## src/rtl/object_motion_engine_if.sv

```systemverilog
// Command/status bundle between the pattern sequencer (master) and one object motion engine (slave).
// The acceleration fields exist only when OBJECT_MOTION_ACCEL_EN is defined.
interface object_motion_engine_if #(
  parameter int COORD_W = 10,
  parameter int SPEED_W = 8,
  parameter int LIFE_W  = 8
);
  logic                      step_tick;
  logic                      second_tick;
  logic                      spawn;
  logic                      kill;
  logic        [COORD_W-1:0] spawn_pos_x;
  logic        [COORD_W-1:0] spawn_pos_y;
  logic signed [SPEED_W-1:0] spawn_vel_x;
  logic signed [SPEED_W-1:0] spawn_vel_y;
`ifdef OBJECT_MOTION_ACCEL_EN
  logic signed [SPEED_W-1:0] spawn_acc_x;
  logic signed [SPEED_W-1:0] spawn_acc_y;
`endif
  logic        [COORD_W-1:0] spawn_w;
  logic        [COORD_W-1:0] spawn_h;
  logic        [LIFE_W-1:0]  spawn_lifetime;
  logic        [1:0]         spawn_mode;
  logic        [COORD_W-1:0] box_x1;
  logic        [COORD_W-1:0] box_y1;
  logic        [COORD_W-1:0] box_x2;
  logic        [COORD_W-1:0] box_y2;
  logic        [COORD_W-1:0] obj_pos_x;
  logic        [COORD_W-1:0] obj_pos_y;
  logic        [COORD_W-1:0] obj_w;
  logic        [COORD_W-1:0] obj_h;
  logic                      obj_active;
  logic                      obj_updated;
  logic                      destroy_pulse;
  logic        [1:0]         destroy_cause;

  modport master (
`ifdef OBJECT_MOTION_ACCEL_EN
    output spawn_acc_x, spawn_acc_y,
`endif
    output step_tick, second_tick, spawn, kill,
    output spawn_pos_x, spawn_pos_y, spawn_vel_x, spawn_vel_y,
    output spawn_w, spawn_h, spawn_lifetime, spawn_mode,
    output box_x1, box_y1, box_x2, box_y2,
    input  obj_pos_x, obj_pos_y, obj_w, obj_h,
    input  obj_active, obj_updated, destroy_pulse, destroy_cause
  );

  modport slave (
`ifdef OBJECT_MOTION_ACCEL_EN
    input  spawn_acc_x, spawn_acc_y,
`endif
    input  step_tick, second_tick, spawn, kill,
    input  spawn_pos_x, spawn_pos_y, spawn_vel_x, spawn_vel_y,
    input  spawn_w, spawn_h, spawn_lifetime, spawn_mode,
    input  box_x1, box_y1, box_x2, box_y2,
    output obj_pos_x, obj_pos_y, obj_w, obj_h,
    output obj_active, obj_updated, destroy_pulse, destroy_cause
  );
endinterface

```

## src/rtl/object_motion_engine.sv

```systemverilog
// Single-object motion controller: spawn load, fixed-point stepping, lifetime and boundary handling.
// Define OBJECT_MOTION_ACCEL_EN to add per-axis saturating acceleration.
module object_motion_engine #(
  parameter int COORD_W   = 10,
  parameter int FRAC_BITS = 3,
  parameter int SPEED_W   = 8,
  parameter int LIFE_W    = 8,
  parameter int SCREEN_W  = 640,
  parameter int SCREEN_H  = 480
) (
  input logic                   clk_object_control,
  input logic                   reset,
  object_motion_engine_if.slave bus
);
  // Internal position keeps a sign bit and one overflow bit above the pixel range.
  localparam int PW = COORD_W + FRAC_BITS + 2;
  localparam int IW = COORD_W + 2;
  localparam int CW = COORD_W + 3;

  localparam logic [1:0] CAUSE_LIFE   = 2'd1;
  localparam logic [1:0] CAUSE_SCREEN = 2'd2;
  localparam logic [1:0] CAUSE_BOX    = 2'd3;
  localparam logic [1:0] MODE_SCREEN  = 2'd1;
  localparam logic [1:0] MODE_BOX     = 2'd2;
  localparam logic [1:0] MODE_BOUNCE  = 2'd3;

  localparam logic signed [CW-1:0] ZERO_C  = '0;
  localparam logic signed [CW-1:0] SCR_W_C = CW'(SCREEN_W);
  localparam logic signed [CW-1:0] SCR_H_C = CW'(SCREEN_H);

  typedef enum logic {FREE = 1'b0, ACTIVE = 1'b1} state_t;

  state_t                    state_p1;
  logic signed [PW-1:0]      pos_x_p1, pos_y_p1;
  logic signed [SPEED_W-1:0] vel_x_p1, vel_y_p1;
  logic        [COORD_W-1:0] w_p1, h_p1;
  logic        [COORD_W-1:0] bx1_p1, by1_p1, bx2_p1, by2_p1;
  logic        [LIFE_W-1:0]  life_p1;
  logic        [1:0]         mode_p1;
  logic        [1:0]         cause_p1;
  logic                      vld_p1;
  logic                      destroy_p1;
`ifdef OBJECT_MOTION_ACCEL_EN
  logic signed [SPEED_W-1:0] acc_x_p1, acc_y_p1;
`endif

  function automatic logic signed [PW-1:0] sext_vel(input logic signed [SPEED_W-1:0] v);
    sext_vel = {{(PW-SPEED_W){v[SPEED_W-1]}}, v};
  endfunction

  function automatic logic signed [CW-1:0] int_of(input logic signed [PW-1:0] p);
    int_of = {p[PW-1], p[PW-1:FRAC_BITS]};
  endfunction

  function automatic logic signed [CW-1:0] widen(input logic [COORD_W-1:0] c);
    widen = {3'b000, c};
  endfunction

  function automatic logic signed [PW-1:0] fix_of(input logic signed [IW-1:0] i);
    fix_of = {i, {FRAC_BITS{1'b0}}};
  endfunction

  // Clamp to the visible coordinate range: negatives to 0, overflow to all ones.
  function automatic logic [COORD_W-1:0] sat_coord(input logic signed [PW-1:0] p);
    logic [IW-1:0] ip;
    ip = p[PW-1:FRAC_BITS];
    if (ip[IW-1])      sat_coord = '0;
    else if (ip[IW-2]) sat_coord = '1;
    else               sat_coord = ip[COORD_W-1:0];
  endfunction

  function automatic logic signed [SPEED_W-1:0] neg_sat(input logic signed [SPEED_W-1:0] v);
    if (v == {1'b1, {(SPEED_W-1){1'b0}}}) neg_sat = {1'b0, {(SPEED_W-1){1'b1}}};
    else                                  neg_sat = -v;
  endfunction

`ifdef OBJECT_MOTION_ACCEL_EN
  function automatic logic signed [SPEED_W-1:0] add_sat(input logic signed [SPEED_W-1:0] a,
                                                        input logic signed [SPEED_W-1:0] b);
    logic signed [SPEED_W:0] s;
    s = {a[SPEED_W-1], a} + {b[SPEED_W-1], b};
    if (s[SPEED_W] != s[SPEED_W-1])
      add_sat = s[SPEED_W] ? {1'b1, {(SPEED_W-1){1'b0}}} : {1'b0, {(SPEED_W-1){1'b1}}};
    else
      add_sat = s[SPEED_W-1:0];
  endfunction
`endif

  // Reflect off the low edge first, then the high edge, snapping onto the wall.
  function automatic void bounce(input  logic signed [PW-1:0]      nxt,
                                 input  logic signed [SPEED_W-1:0] vel,
                                 input  logic        [COORD_W-1:0] lo,
                                 input  logic        [COORD_W-1:0] hi,
                                 input  logic        [COORD_W-1:0] size,
                                 output logic signed [PW-1:0]      p,
                                 output logic signed [SPEED_W-1:0] v);
    logic signed [CW-1:0] ni;
    logic signed [IW-1:0] lim;
    ni  = int_of(nxt);
    lim = {2'b00, hi} - {2'b00, size};
    p   = nxt;
    v   = vel;
    if (ni < widen(lo)) begin
      p = fix_of({2'b00, lo});
      v = neg_sat(vel);
    end else if (ni + widen(size) > widen(hi)) begin
      p = fix_of(lim);
      v = neg_sat(vel);
    end
  endfunction

  logic signed [PW-1:0]      nxt_x, nxt_y, bnc_pos_x, bnc_pos_y;
  logic signed [SPEED_W-1:0] bnc_vel_x, bnc_vel_y, base_vel_x, base_vel_y;
  logic signed [SPEED_W-1:0] new_vel_x, new_vel_y;
  logic signed [CW-1:0]      ni_x, ni_y, end_x, end_y;
  logic                      screen_out, box_out, life_expire, active;

  always_comb begin
    nxt_x = pos_x_p1 + sext_vel(vel_x_p1);
    nxt_y = pos_y_p1 + sext_vel(vel_y_p1);
    ni_x  = int_of(nxt_x);
    ni_y  = int_of(nxt_y);
    end_x = ni_x + widen(w_p1);
    end_y = ni_y + widen(h_p1);
    screen_out = (ni_x >= SCR_W_C) || (end_x <= ZERO_C) ||
                 (ni_y >= SCR_H_C) || (end_y <= ZERO_C);
    box_out    = (ni_x >= widen(bx2_p1)) || (end_x <= widen(bx1_p1)) ||
                 (ni_y >= widen(by2_p1)) || (end_y <= widen(by1_p1));
    bounce(nxt_x, vel_x_p1, bx1_p1, bx2_p1, w_p1, bnc_pos_x, bnc_vel_x);
    bounce(nxt_y, vel_y_p1, by1_p1, by2_p1, h_p1, bnc_pos_y, bnc_vel_y);
    base_vel_x = (mode_p1 == MODE_BOUNCE) ? bnc_vel_x : vel_x_p1;
    base_vel_y = (mode_p1 == MODE_BOUNCE) ? bnc_vel_y : vel_y_p1;
`ifdef OBJECT_MOTION_ACCEL_EN
    new_vel_x = add_sat(base_vel_x, acc_x_p1);
    new_vel_y = add_sat(base_vel_y, acc_y_p1);
`else
    new_vel_x = base_vel_x;
    new_vel_y = base_vel_y;
`endif
    life_expire = bus.second_tick && (life_p1 == LIFE_W'(1));
  end

  // Stage p1: state, motion registers and event pulses.
  always_ff @(posedge clk_object_control or posedge reset) begin
    if (reset) begin
      state_p1   <= FREE;
      pos_x_p1   <= '0;
      pos_y_p1   <= '0;
      vel_x_p1   <= '0;
      vel_y_p1   <= '0;
      w_p1       <= '0;
      h_p1       <= '0;
      bx1_p1     <= '0;
      by1_p1     <= '0;
      bx2_p1     <= '0;
      by2_p1     <= '0;
      life_p1    <= '0;
      mode_p1    <= '0;
      cause_p1   <= '0;
      vld_p1     <= 1'b0;
      destroy_p1 <= 1'b0;
`ifdef OBJECT_MOTION_ACCEL_EN
      acc_x_p1   <= '0;
      acc_y_p1   <= '0;
`endif
    end else begin
      vld_p1     <= 1'b0;
      destroy_p1 <= 1'b0;
      if (bus.spawn) begin
        state_p1 <= ACTIVE;
        pos_x_p1 <= fix_of({2'b00, bus.spawn_pos_x});
        pos_y_p1 <= fix_of({2'b00, bus.spawn_pos_y});
        vel_x_p1 <= bus.spawn_vel_x;
        vel_y_p1 <= bus.spawn_vel_y;
        w_p1     <= bus.spawn_w;
        h_p1     <= bus.spawn_h;
        bx1_p1   <= bus.box_x1;
        by1_p1   <= bus.box_y1;
        bx2_p1   <= bus.box_x2;
        by2_p1   <= bus.box_y2;
        life_p1  <= bus.spawn_lifetime;
        mode_p1  <= bus.spawn_mode;
        vld_p1   <= 1'b1;
`ifdef OBJECT_MOTION_ACCEL_EN
        acc_x_p1 <= bus.spawn_acc_x;
        acc_y_p1 <= bus.spawn_acc_y;
`endif
      end else if (bus.kill) begin
        state_p1 <= FREE;
      end else if (state_p1 == ACTIVE) begin
        if (life_expire) begin
          state_p1   <= FREE;
          life_p1    <= '0;
          destroy_p1 <= 1'b1;
          cause_p1   <= CAUSE_LIFE;
        end else begin
          if (bus.second_tick && (life_p1 != '0))
            life_p1 <= life_p1 - 1'b1;
          if (bus.step_tick) begin
            if ((mode_p1 == MODE_SCREEN) && screen_out) begin
              state_p1   <= FREE;
              destroy_p1 <= 1'b1;
              cause_p1   <= CAUSE_SCREEN;
            end else if ((mode_p1 == MODE_BOX) && box_out) begin
              state_p1   <= FREE;
              destroy_p1 <= 1'b1;
              cause_p1   <= CAUSE_BOX;
            end else begin
              pos_x_p1 <= (mode_p1 == MODE_BOUNCE) ? bnc_pos_x : nxt_x;
              pos_y_p1 <= (mode_p1 == MODE_BOUNCE) ? bnc_pos_y : nxt_y;
              vel_x_p1 <= new_vel_x;
              vel_y_p1 <= new_vel_y;
              vld_p1   <= 1'b1;
            end
          end
        end
      end
    end
  end

  assign active            = (state_p1 == ACTIVE);
  assign bus.obj_active    = active;
  assign bus.obj_pos_x     = active ? sat_coord(pos_x_p1) : '0;
  assign bus.obj_pos_y     = active ? sat_coord(pos_y_p1) : '0;
  assign bus.obj_w         = active ? w_p1 : '0;
  assign bus.obj_h         = active ? h_p1 : '0;
  assign bus.obj_updated   = vld_p1;
  assign bus.destroy_pulse = destroy_p1;
  assign bus.destroy_cause = cause_p1;
endmodule

```

## src/flat_wrapper.sv

```systemverilog
// flat-port wrapper written by rule: the top's interface ports become plain ports
module object_motion_engine_flat 
#(
  parameter int COORD_W   = 10,
  parameter int FRAC_BITS = 3,
  parameter int SPEED_W   = 8,
  parameter int LIFE_W    = 8,
  parameter int SCREEN_W  = 640,
  parameter int SCREEN_H  = 480
)
  (clk_object_control, reset, bus_step_tick, bus_second_tick, bus_spawn, bus_kill, bus_spawn_pos_x, bus_spawn_pos_y, bus_spawn_vel_x, bus_spawn_vel_y, bus_spawn_w, bus_spawn_h, bus_spawn_lifetime, bus_spawn_mode, bus_box_x1, bus_box_y1, bus_box_x2, bus_box_y2, bus_obj_pos_x, bus_obj_pos_y, bus_obj_w, bus_obj_h, bus_obj_active, bus_obj_updated, bus_destroy_pulse, bus_destroy_cause);
  object_motion_engine_if #(.COORD_W(COORD_W), .SPEED_W(SPEED_W), .LIFE_W(LIFE_W)) bus_i ();
  input logic clk_object_control;
  input logic reset;
  input wire logic [$bits(bus_i.step_tick)-1:0] bus_step_tick;
  input wire logic [$bits(bus_i.second_tick)-1:0] bus_second_tick;
  input wire logic [$bits(bus_i.spawn)-1:0] bus_spawn;
  input wire logic [$bits(bus_i.kill)-1:0] bus_kill;
  input wire logic [$bits(bus_i.spawn_pos_x)-1:0] bus_spawn_pos_x;
  input wire logic [$bits(bus_i.spawn_pos_y)-1:0] bus_spawn_pos_y;
  input wire logic [$bits(bus_i.spawn_vel_x)-1:0] bus_spawn_vel_x;
  input wire logic [$bits(bus_i.spawn_vel_y)-1:0] bus_spawn_vel_y;
  input wire logic [$bits(bus_i.spawn_w)-1:0] bus_spawn_w;
  input wire logic [$bits(bus_i.spawn_h)-1:0] bus_spawn_h;
  input wire logic [$bits(bus_i.spawn_lifetime)-1:0] bus_spawn_lifetime;
  input wire logic [$bits(bus_i.spawn_mode)-1:0] bus_spawn_mode;
  input wire logic [$bits(bus_i.box_x1)-1:0] bus_box_x1;
  input wire logic [$bits(bus_i.box_y1)-1:0] bus_box_y1;
  input wire logic [$bits(bus_i.box_x2)-1:0] bus_box_x2;
  input wire logic [$bits(bus_i.box_y2)-1:0] bus_box_y2;
  output wire logic [$bits(bus_i.obj_pos_x)-1:0] bus_obj_pos_x;
  output wire logic [$bits(bus_i.obj_pos_y)-1:0] bus_obj_pos_y;
  output wire logic [$bits(bus_i.obj_w)-1:0] bus_obj_w;
  output wire logic [$bits(bus_i.obj_h)-1:0] bus_obj_h;
  output wire logic [$bits(bus_i.obj_active)-1:0] bus_obj_active;
  output wire logic [$bits(bus_i.obj_updated)-1:0] bus_obj_updated;
  output wire logic [$bits(bus_i.destroy_pulse)-1:0] bus_destroy_pulse;
  output wire logic [$bits(bus_i.destroy_cause)-1:0] bus_destroy_cause;
  assign bus_i.step_tick = bus_step_tick;
  assign bus_i.second_tick = bus_second_tick;
  assign bus_i.spawn = bus_spawn;
  assign bus_i.kill = bus_kill;
  assign bus_i.spawn_pos_x = bus_spawn_pos_x;
  assign bus_i.spawn_pos_y = bus_spawn_pos_y;
  assign bus_i.spawn_vel_x = bus_spawn_vel_x;
  assign bus_i.spawn_vel_y = bus_spawn_vel_y;
  assign bus_i.spawn_w = bus_spawn_w;
  assign bus_i.spawn_h = bus_spawn_h;
  assign bus_i.spawn_lifetime = bus_spawn_lifetime;
  assign bus_i.spawn_mode = bus_spawn_mode;
  assign bus_i.box_x1 = bus_box_x1;
  assign bus_i.box_y1 = bus_box_y1;
  assign bus_i.box_x2 = bus_box_x2;
  assign bus_i.box_y2 = bus_box_y2;
  assign bus_obj_pos_x = bus_i.obj_pos_x;
  assign bus_obj_pos_y = bus_i.obj_pos_y;
  assign bus_obj_w = bus_i.obj_w;
  assign bus_obj_h = bus_i.obj_h;
  assign bus_obj_active = bus_i.obj_active;
  assign bus_obj_updated = bus_i.obj_updated;
  assign bus_destroy_pulse = bus_i.destroy_pulse;
  assign bus_destroy_cause = bus_i.destroy_cause;
  object_motion_engine #(.COORD_W(COORD_W), .FRAC_BITS(FRAC_BITS), .SPEED_W(SPEED_W), .LIFE_W(LIFE_W), .SCREEN_W(SCREEN_W), .SCREEN_H(SCREEN_H)) u_core (.clk_object_control(clk_object_control), .reset(reset), .bus(bus_i));
endmodule
```

## config.mk

```make
export PLATFORM = sky130hd
export DESIGN_NAME = object_motion_engine_flat
export DESIGN_NICKNAME = d
export VERILOG_FILES = /design/src/rtl/object_motion_engine_if.sv /design/src/rtl/object_motion_engine.sv /design/src/flat_wrapper.sv
export SDC_FILE = /design/constraint.sdc
export NUM_CORES = 1
export LEC_CHECK = 0
export ABC_CLOCK_PERIOD_IN_PS = 4900
export BUFFER_PORTS_ARGS = -buffer_cell sky130_fd_sc_hd__buf_2
export CORE_ASPECT_RATIO = 1.2
export CORE_MARGIN = 2
export CORE_UTILIZATION = 45
export DETAILED_ROUTE_END_ITERATION = 12
export GPL_TIMING_DRIVEN = 1
export PLACE_DENSITY = 0.68
export SLEW_MARGIN = 20
export SYNTH_ARGS = -nofsm -noshare
export SYNTH_HDL_FRONTEND = slang
export SYNTH_SLANG_ARGS = --single-unit
export TNS_END_PERCENT = 1
```

## constraint.sdc

```tcl
create_clock -name clk_object_control -period 4.9 [get_ports clk_object_control]
set_input_delay 1.47 -clock clk_object_control [delete_from_list [all_inputs] [get_ports clk_object_control]]
set_output_delay 1.47 -clock clk_object_control [all_outputs]
set_load 0.01 [all_outputs]
```

# Word level (Yosys, flattened, before mapping)

Index checks and enable logic that the tools add are counted.

Bits in registers: 121
Bits of input ports: 112
Output and inout bits: 45
Logic and storage cells: 151

Add/sub/neg operators: 9
Order comparisons: 12
Equality and inequality tests: 10
Multiplexer cells: 78
Bitwise logic cells: 2
Reduce and logical (&&, ||, !) cells: 24

Operators with widths:

| operator                                              | number |
|---|---|
| 2-to-1 mux 15 bit                                     | 20 |
| 2-to-1 mux 8 bit                                      | 27 |
| 2-to-1 mux 10 bit                                     | 8 |
| adder 15 x 8 -> 15 bit                                | 2 |
| adder 12 x 11 -> 13 bit                               | 2 |
| > comparator 13 x 11 -> 1 bit                         | 2 |
| <= comparator 13 x 1 -> 1 bit, second input constant  | 2 |
| <= comparator 13 x 11 -> 1 bit                        | 2 |
| >= comparator 12 x 11 -> 1 bit                        | 2 |
| less-than comparator 12 x 11 -> 1 bit                 | 2 |
| subtractor 10 x 10 -> 11 bit                          | 2 |
| 2-to-1 mux 1 bit                                      | 19 |
| equality test 8 bit, second input constant            | 2 |
| negation 8 bit                                        | 2 |
| AND reduction 8 bit                                   | 2 |
| >= comparator 12 x 10 -> 1 bit, second input constant | 1 |
| >= comparator 12 x 11 -> 1 bit, second input constant | 1 |
| nonzero test 3 bit                                    | 4 |
| equality test 8 x 1 -> 1 bit, second input constant   | 1 |
| 2-to-1 mux 2 bit                                      | 4 |
| inequality test 2 bit, second input constant          | 4 |
| nonzero test 2 bit                                    | 4 |
| nonzero test 8 bit                                    | 1 |
| subtractor 8 x 1 -> 8 bit, second input constant      | 1 |
| 8 further kinds                                       | 18 |

# Longest topological paths before layout

Depth after elaboration: 14
Mapped depth: 29
Depth with buffers taken out: 27

# Worst setup path after synthesis

Ideal clock, no wire load.

Path kind: reg2reg
Start point: register u_core.vel_y_p1[0]
End point: register u_core.pos_y_p1[10]
Data arrival time: 5.056 ns
Data required time: 4.775 ns
Slack: -0.281 ns
Stages on the path, launching flop included: 27
Path buffers: 1
Period minus slack after synthesis: 5.181 ns
Cells stage by stage: dfrtp_1 > ha_1 > inv_1 > fa_1 > nor2b_1 > o21a_1 > nor2_1 > xnor2_1 > ha_1 > a21oi_1 > o211ai_1 > a21oi_1 > o21ai_0 > a21o_1 > a21oi_1 > xnor2_1 > ha_1 > nand3_1 > a21oi_1 > a211oi_1 > a41oi_1 > a21oi_1 > nor3_1 > clkbuf_1 > a222oi_1 > mux2_1 > mux2_2

Longest elaborated chain between the ends: 13
Elaborated cells between the ends (all ways): 27
Classes of those cells: 2 x add/sub; 6 x order compare; 2 x eq/ne; 10 x mux; 7 x reduce/logical

Ends and longest elaborated chain:

| item                          | line                                                     | RTL |
|---|---|---|
| from (decl)                   | object_motion_engine.sv:35                               | `logic signed [SPEED_W-1:0] vel_x_p1, vel_y_p1;` |
| from (signal assigned)        | object_motion_engine.sv:174                              | `vel_y_p1 <= bus.spawn_vel_y;` |
| from (signal assigned)        | object_motion_engine.sv:212                              | `vel_y_p1 <= new_vel_y;` |
| adder 15 x 8 -> 15 bit (*)    | object_motion_engine.sv:120                              | `nxt_y = pos_y_p1 + sext_vel(vel_y_p1);` |
| adder 12 x 11 -> 13 bit       | object_motion_engine.sv:106, object_motion_engine.sv:124 |  |
| > comparator 13 x 11 -> 1 bit | object_motion_engine.sv:106                              | `end else if (ni + widen(size) > widen(hi)) begin` |
| 2-to-1 mux 15 bit             | object_motion_engine.sv:106                              |  |
| 2-to-1 mux 15 bit             | object_motion_engine.sv:103                              | `if (ni < widen(lo)) begin` |
| 2-to-1 mux 15 bit             | object_motion_engine.sv:210                              | `pos_y_p1 <= (mode_p1 == MODE_BOUNCE) ? bnc_pos_y : nxt_y;` |
| 2-to-1 mux 15 bit             | object_motion_engine.sv:204                              | `end else if ((mode_p1 == MODE_BOX) && box_out) begin` |
| 2-to-1 mux 15 bit             | object_motion_engine.sv:200                              | `if ((mode_p1 == MODE_SCREEN) && screen_out) begin` |
| 2-to-1 mux 15 bit             | object_motion_engine.sv:199                              | `if (bus.step_tick) begin` |
| 2-to-1 mux 15 bit             | object_motion_engine.sv:191                              | `if (life_expire) begin` |
| 2-to-1 mux 15 bit             | object_motion_engine.sv:190                              | `end else if (state_p1 == ACTIVE) begin` |
| 2-to-1 mux 15 bit             | object_motion_engine.sv:188                              | `end else if (bus.kill) begin` |
| 2-to-1 mux 15 bit             | object_motion_engine.sv:169                              | `if (bus.spawn) begin` |
| to (signal assigned)          | object_motion_engine.sv:172                              | `pos_y_p1 <= fix_of({2'b00, bus.spawn_pos_y});` |
| to (signal assigned)          | object_motion_engine.sv:210                              |  |
| to (decl)                     | object_motion_engine.sv:34                               | `logic signed [PW-1:0] pos_x_p1, pos_y_p1;` |

Every way passes the cells marked *; elsewhere a longest branch is shown, timed or not. The select of a mux whose other input is x is not followed.
A chain may end at the register's enable or synchronous reset.

# Final worst setup path

Start point: register u_core.vel_x_p1[0]
End point: register u_core.pos_y_p1[11]

Longest elaborated chain between the ends: 9
Elaborated cells between the ends (all ways): 17
Classes of those cells: 2 x add/sub; 4 x order compare; 2 x eq/ne; 9 x reduce/logical

Ends and longest elaborated chain:

| item                                                                            | line                                                     | RTL |
|---|---|---|
| from (decl)                                                                     | object_motion_engine.sv:35                               |  |
| from (signal assigned)                                                          | object_motion_engine.sv:173                              | `vel_x_p1 <= bus.spawn_vel_x;` |
| from (signal assigned)                                                          | object_motion_engine.sv:211                              | `vel_x_p1 <= new_vel_x;` |
| adder 15 x 8 -> 15 bit (*)                                                      | object_motion_engine.sv:119                              | `nxt_x = pos_x_p1 + sext_vel(vel_x_p1);` |
| adder 12 x 11 -> 13 bit                                                         | object_motion_engine.sv:123                              | `end_x = ni_x + widen(w_p1);` |
| <= comparator 13 x 1 -> 1 bit or <= comparator 13 x 11 -> 1 bit (tied branches) | object_motion_engine.sv:125, object_motion_engine.sv:127 |  |
| logical OR 1 bit, on equally long branches (2 in series)                        | object_motion_engine.sv:125, object_motion_engine.sv:127 |  |
| logical OR 1 bit, on equally long branches                                      | object_motion_engine.sv:126, object_motion_engine.sv:128 |  |
| logical AND 1 bit, on equally long branches                                     | object_motion_engine.sv:200, object_motion_engine.sv:204 |  |
| inequality test 2 bit (no source line)                                          | -                                                        |  |
| AND reduction 6 bit (no source line) (*)                                        | -                                                        |  |

Every way passes the cells marked *; elsewhere a longest branch is shown, timed or not.

==> key figures <==
Clock tree
  • Clk buf depth: 2
  • H-tree Lvls: 4
  • CTS sink cnt: about 120
  • CTS root buf: clkbuf_16
  • Clk slew on worst S/H paths: 0.06 ns
  • # hold bufs at CTS: 0
  • Clock latency on the worst-skew pair: 0.44 ns
  • CTS tree: done
  • Cts bufs inserted: 17

Synth
  • Async set or reset register ratio after synthesis: 1.00
  • EDFF count, synth: 0
  • Cells after synthesis: between 1000 and 1500
  • Mean Syn Cell Area: 8.22 sq um
  • Top_reg_cell synth: dfrtp_1
  • Synth unique cells: 80
  • Post-Syn Area: around 11000 sq um
  • Yosys reg bits: 121
  • Sequential area share after synthesis: 0.275
  • YS warnings: 0
  • Syn Nets: 1607

STA
  • Worst slew pin tran: roughly 0.89 ns
  • Period minus WS final: 5.22 ns
  • Final Max Tran Viols: 0
  • Final WS setup: -0.324 ns
  • Final Cycle Share: 1.07
  • Max_slew headroom: 0.405
  • Fin. Hold Viols: 0
  • Final setup viols: 47
  • RSZ-0062 raised after global routing: yes
  • Clock Skew: roughly 0.014 ns
  • Fmax: between 0.15 and 0.2 GHz

Power
  • Maximum VDD drop: roughly 250 uV
  • Post-layout total power: 0.00718 W
  • PwrDens: just under 500 nW/um^2
  • Leakage power: ~7.2 nW

Final layout
  • P&R area growth vs syn: 32.0%
  • N_diodes: 0
  • Layout Nets: slightly below 2000
  • Most frequent cells in the layout: buf_4, buf_2, nand2_1
  • Layout cell share with drive strength beyond 1: 0.287
  • Commonest non-fill, non-tap cell in the layout: buf_4
  • Design area: 14500 sq um
  • Final core occ: 0.605

Placed design
  • Placed inst area: about 13000 sq um
  • IO Port Bufs: about 160
  • Post-DP HPWL: between 20000 and 30000 um
  • GP Congestion: between 0.9 and 1
  • Pre-CTS setup slack: -0.530 ns

Routing
  • Vias: between 10000 and 15000
  • Vias per cell: between 5 and 6
  • Initial DRT Pass Iterations: 5
  • Detailed Route WL: between 30000 and 40000 um
  • Routed WL per cell: approximately 17 um
  • Drc violations: 0
  • Detail Route Antenna Nets: 0
  • Drt initial violations: 517

Outcome
  • Failing checks: negative setup slack
  • Status: finished, violations left

Floorplan
  • Std-Cell Rows: 62
  • Die height: about 180 um
  • # IOs: 157
  • Die X: roughly 150 um
  • Core Area: 24000 sq um
  • Die Footprint: ~26000 sq um
  • Starting density of the core: 0.459

Worst hold path
  • Worst min path class: reg2reg

Setup path
  • CP endpoint kind: flip-flop
  • Critical Path RT: about 5.2 ns
  • Critical-path maximum fanout: 5
  • Critical path class: reg2reg
  • Worst path arrival time: approximately 5.6 ns
  • Nature of the critical path startpoint: flip-flop

GRT
  • Initial antenna violation count: 0
  • Gr usage total: 0.263
  • First-pass GRT wire length: roughly 54000 um
  • Total grt overflow: 0
  • Vias in the first global route: about 11000
  • Largest net degree at the start of global routing: 130

Run
  • Max-Cap Viols: 0
==> where the power goes <==
part	switching [W]	internal (W)
clock network	0.000528	0.000960
logic	0.00229	0.00220
registers	0.000103	0.00110
==> synth_stat cells, types with 4 or more instances <==
cell type / n / area, sq um
xnor2_1: 28 / 245
a222oi_1: 9 / 90.1
nand2b_1: 14 / 87.6
nor3b_1: 4 / 30.0
a21oi_1: 87 / 435
a31oi_1: 6 / 37.5
nor4_1: 6 / 37.5
ha_1: 151 / 1890
dfrtp_1: 121 / 3030
and3_1: 12 / 75.1
nor2_1: 114 / 428
nand2_1: 153 / 574
mux2_1: 4 / 45.0
mux2i_1: 19 / 190
a22oi_1: 13 / 97.6
and2_1: 25 / 156
nand4_1: 9 / 56.3
inv_1: 104 / 390
a21o_1: 38 / 285
nor3_1: 27 / 135
and4_1: 5 / 43.8
fa_1: 6 / 120
a311oi_1: 6 / 52.6
o21ai_0: 122 / 611
o31ai_1: 8 / 60.1
or3_1: 13 / 81.3
or2_2: 5 / 31.3
mux2_2: 8 / 90.1
o21ai_1: 20 / 100
or4_1: 5 / 37.5
xor2_1: 24 / 210
nand3_1: 20 / 100
nor2b_1: 24 / 150
a211oi_1: 9 / 67.6
clkbuf_1: 39 / 146
o21a_1: 9 / 67.6
==> per-layer routing <==
| layer | vias to the layer above | GRT usage | part of all wire |
|---|---|---|---|
| li1 | 5379 | - | - |
| met1 | 5039 | 0.296 | 0.40 |
| met2 | 274 | 0.470 | 0.50 |
| met3 | 90 | 0.0384 | 0.041 |
| met4 | 0 | 0.160 | 0.055 |
| met5 | - | 0 | 0 |
==> path summary, 6_finish.rpt <==
path	start	endpoint	slack, ns	depth (start not counted)
worst min register to register	u_core.life_p1[5]	u_core.life_p1[5]	0.52	1
worst max-delay path	u_core.vel_x_p1[0]	u_core.pos_y_p1[11]	-0.32	25
worst min-delay path	u_core.life_p1[5]	u_core.life_p1[5]	0.52	1
max in group asynchronous	reset	u_core.by2_p1[3]	2.89	3
worst max register to register	u_core.vel_x_p1[0]	u_core.pos_y_p1[11]	-0.32	25
min in group asynchronous	reset	u_core.vel_x_p1[5]	1.18	2
==> state kept, by name, summed over array words and instances (netlist names) <==
register and count:
u_core.by1_p1 10, u_core.pos_y_p1 15, u_core.mode_p1 2, u_core.life_p1 8, u_core.w_p1 10, u_core.h_p1 10, u_core.bx1_p1 10, u_core.bus.destroy_cause 2
u_core.bx2_p1 10, u_core.by2_p1 10, u_core.bus.obj_updated 1, u_core.vel_x_p1 8, u_core.bus.destroy_pulse 1, u_core.bus.obj_active 1, u_core.pos_x_p1 15, u_core.vel_y_p1 8
==> repair_timing <==
| action | CTS | global route |
|---|---|---|
| gates cloned | 0 | 1 |
| pin swaps | 19 | 33 |
| setup buffers | 5 | 12 |
| gates resized for setup | 22 | 54 |
| setup endpoints to repair | 51 | 51 |
==> worst max-delay path, stage by stage, from the launching register on <==
cell	delay (ns)
dfrtp_1	0.39
ha_2	0.21
inv_2	0.05
fa_2	0.19
nor2b_2	0.05
o31a_1	0.25
o21ai_1	0.13
nand2b_1	0.09
a21o_1	0.17
a21oi_2	0.18
xnor2_2	0.13
buf_6	0.15
ha_4	0.20
a21oi_2	0.13
o21ai_2	0.09
buf_4	0.14
buf_4	0.13
xor2_2	0.15
or4_1	0.53
or4_4	0.56
o22ai_2	0.19
o311a_4	0.24
nor3b_4	0.05
buf_6	0.14
mux2_4	0.29
mux2_2	0.26
==> through the flow <==
| step | instances | hold WS (ns) | setup TNS [ns] |
|---|---|---|---|
| finish | 1990 | 0.519 | -8.94 |
| global route | 1990 | 0.539 | -23.12 |
| CTS | 1977 | 0.526 | -17.58 |
| detailed placement | 1940 | 0.515 | -18.75 |
| global placement | 1940 | 0.504 | -14.99 |
| floorplan | 1338 | 0.468 | -0.0956 |
==> cell type report <==
class	count	area, sq um
Clock buffer	18	429
Clock inverter	14	244
Fill cell	2104	9460
Inverter	104	393
Multi-Input combinational cell	1067	7750
Sequential cell	121	3030
Tap cell	320	400
Timing Repair Buffer	346	2260
==> cells by family (layout without fill, tap and decap cells) <==
logic type,after synthesis,in the layout,share of synthesized area
buffers and inverters,150,482,0.0538
adder cells (fa/ha/maj),157,157,0.183
multiplexers,31,31,0.0296
AO/OA/AOI/OAI,379,379,0.221
AND/OR/NAND/NOR,447,447,0.193
flip-flops,121,121,0.275
XOR/XNOR,53,53,0.0439
(Power assumes the default switching activity.)
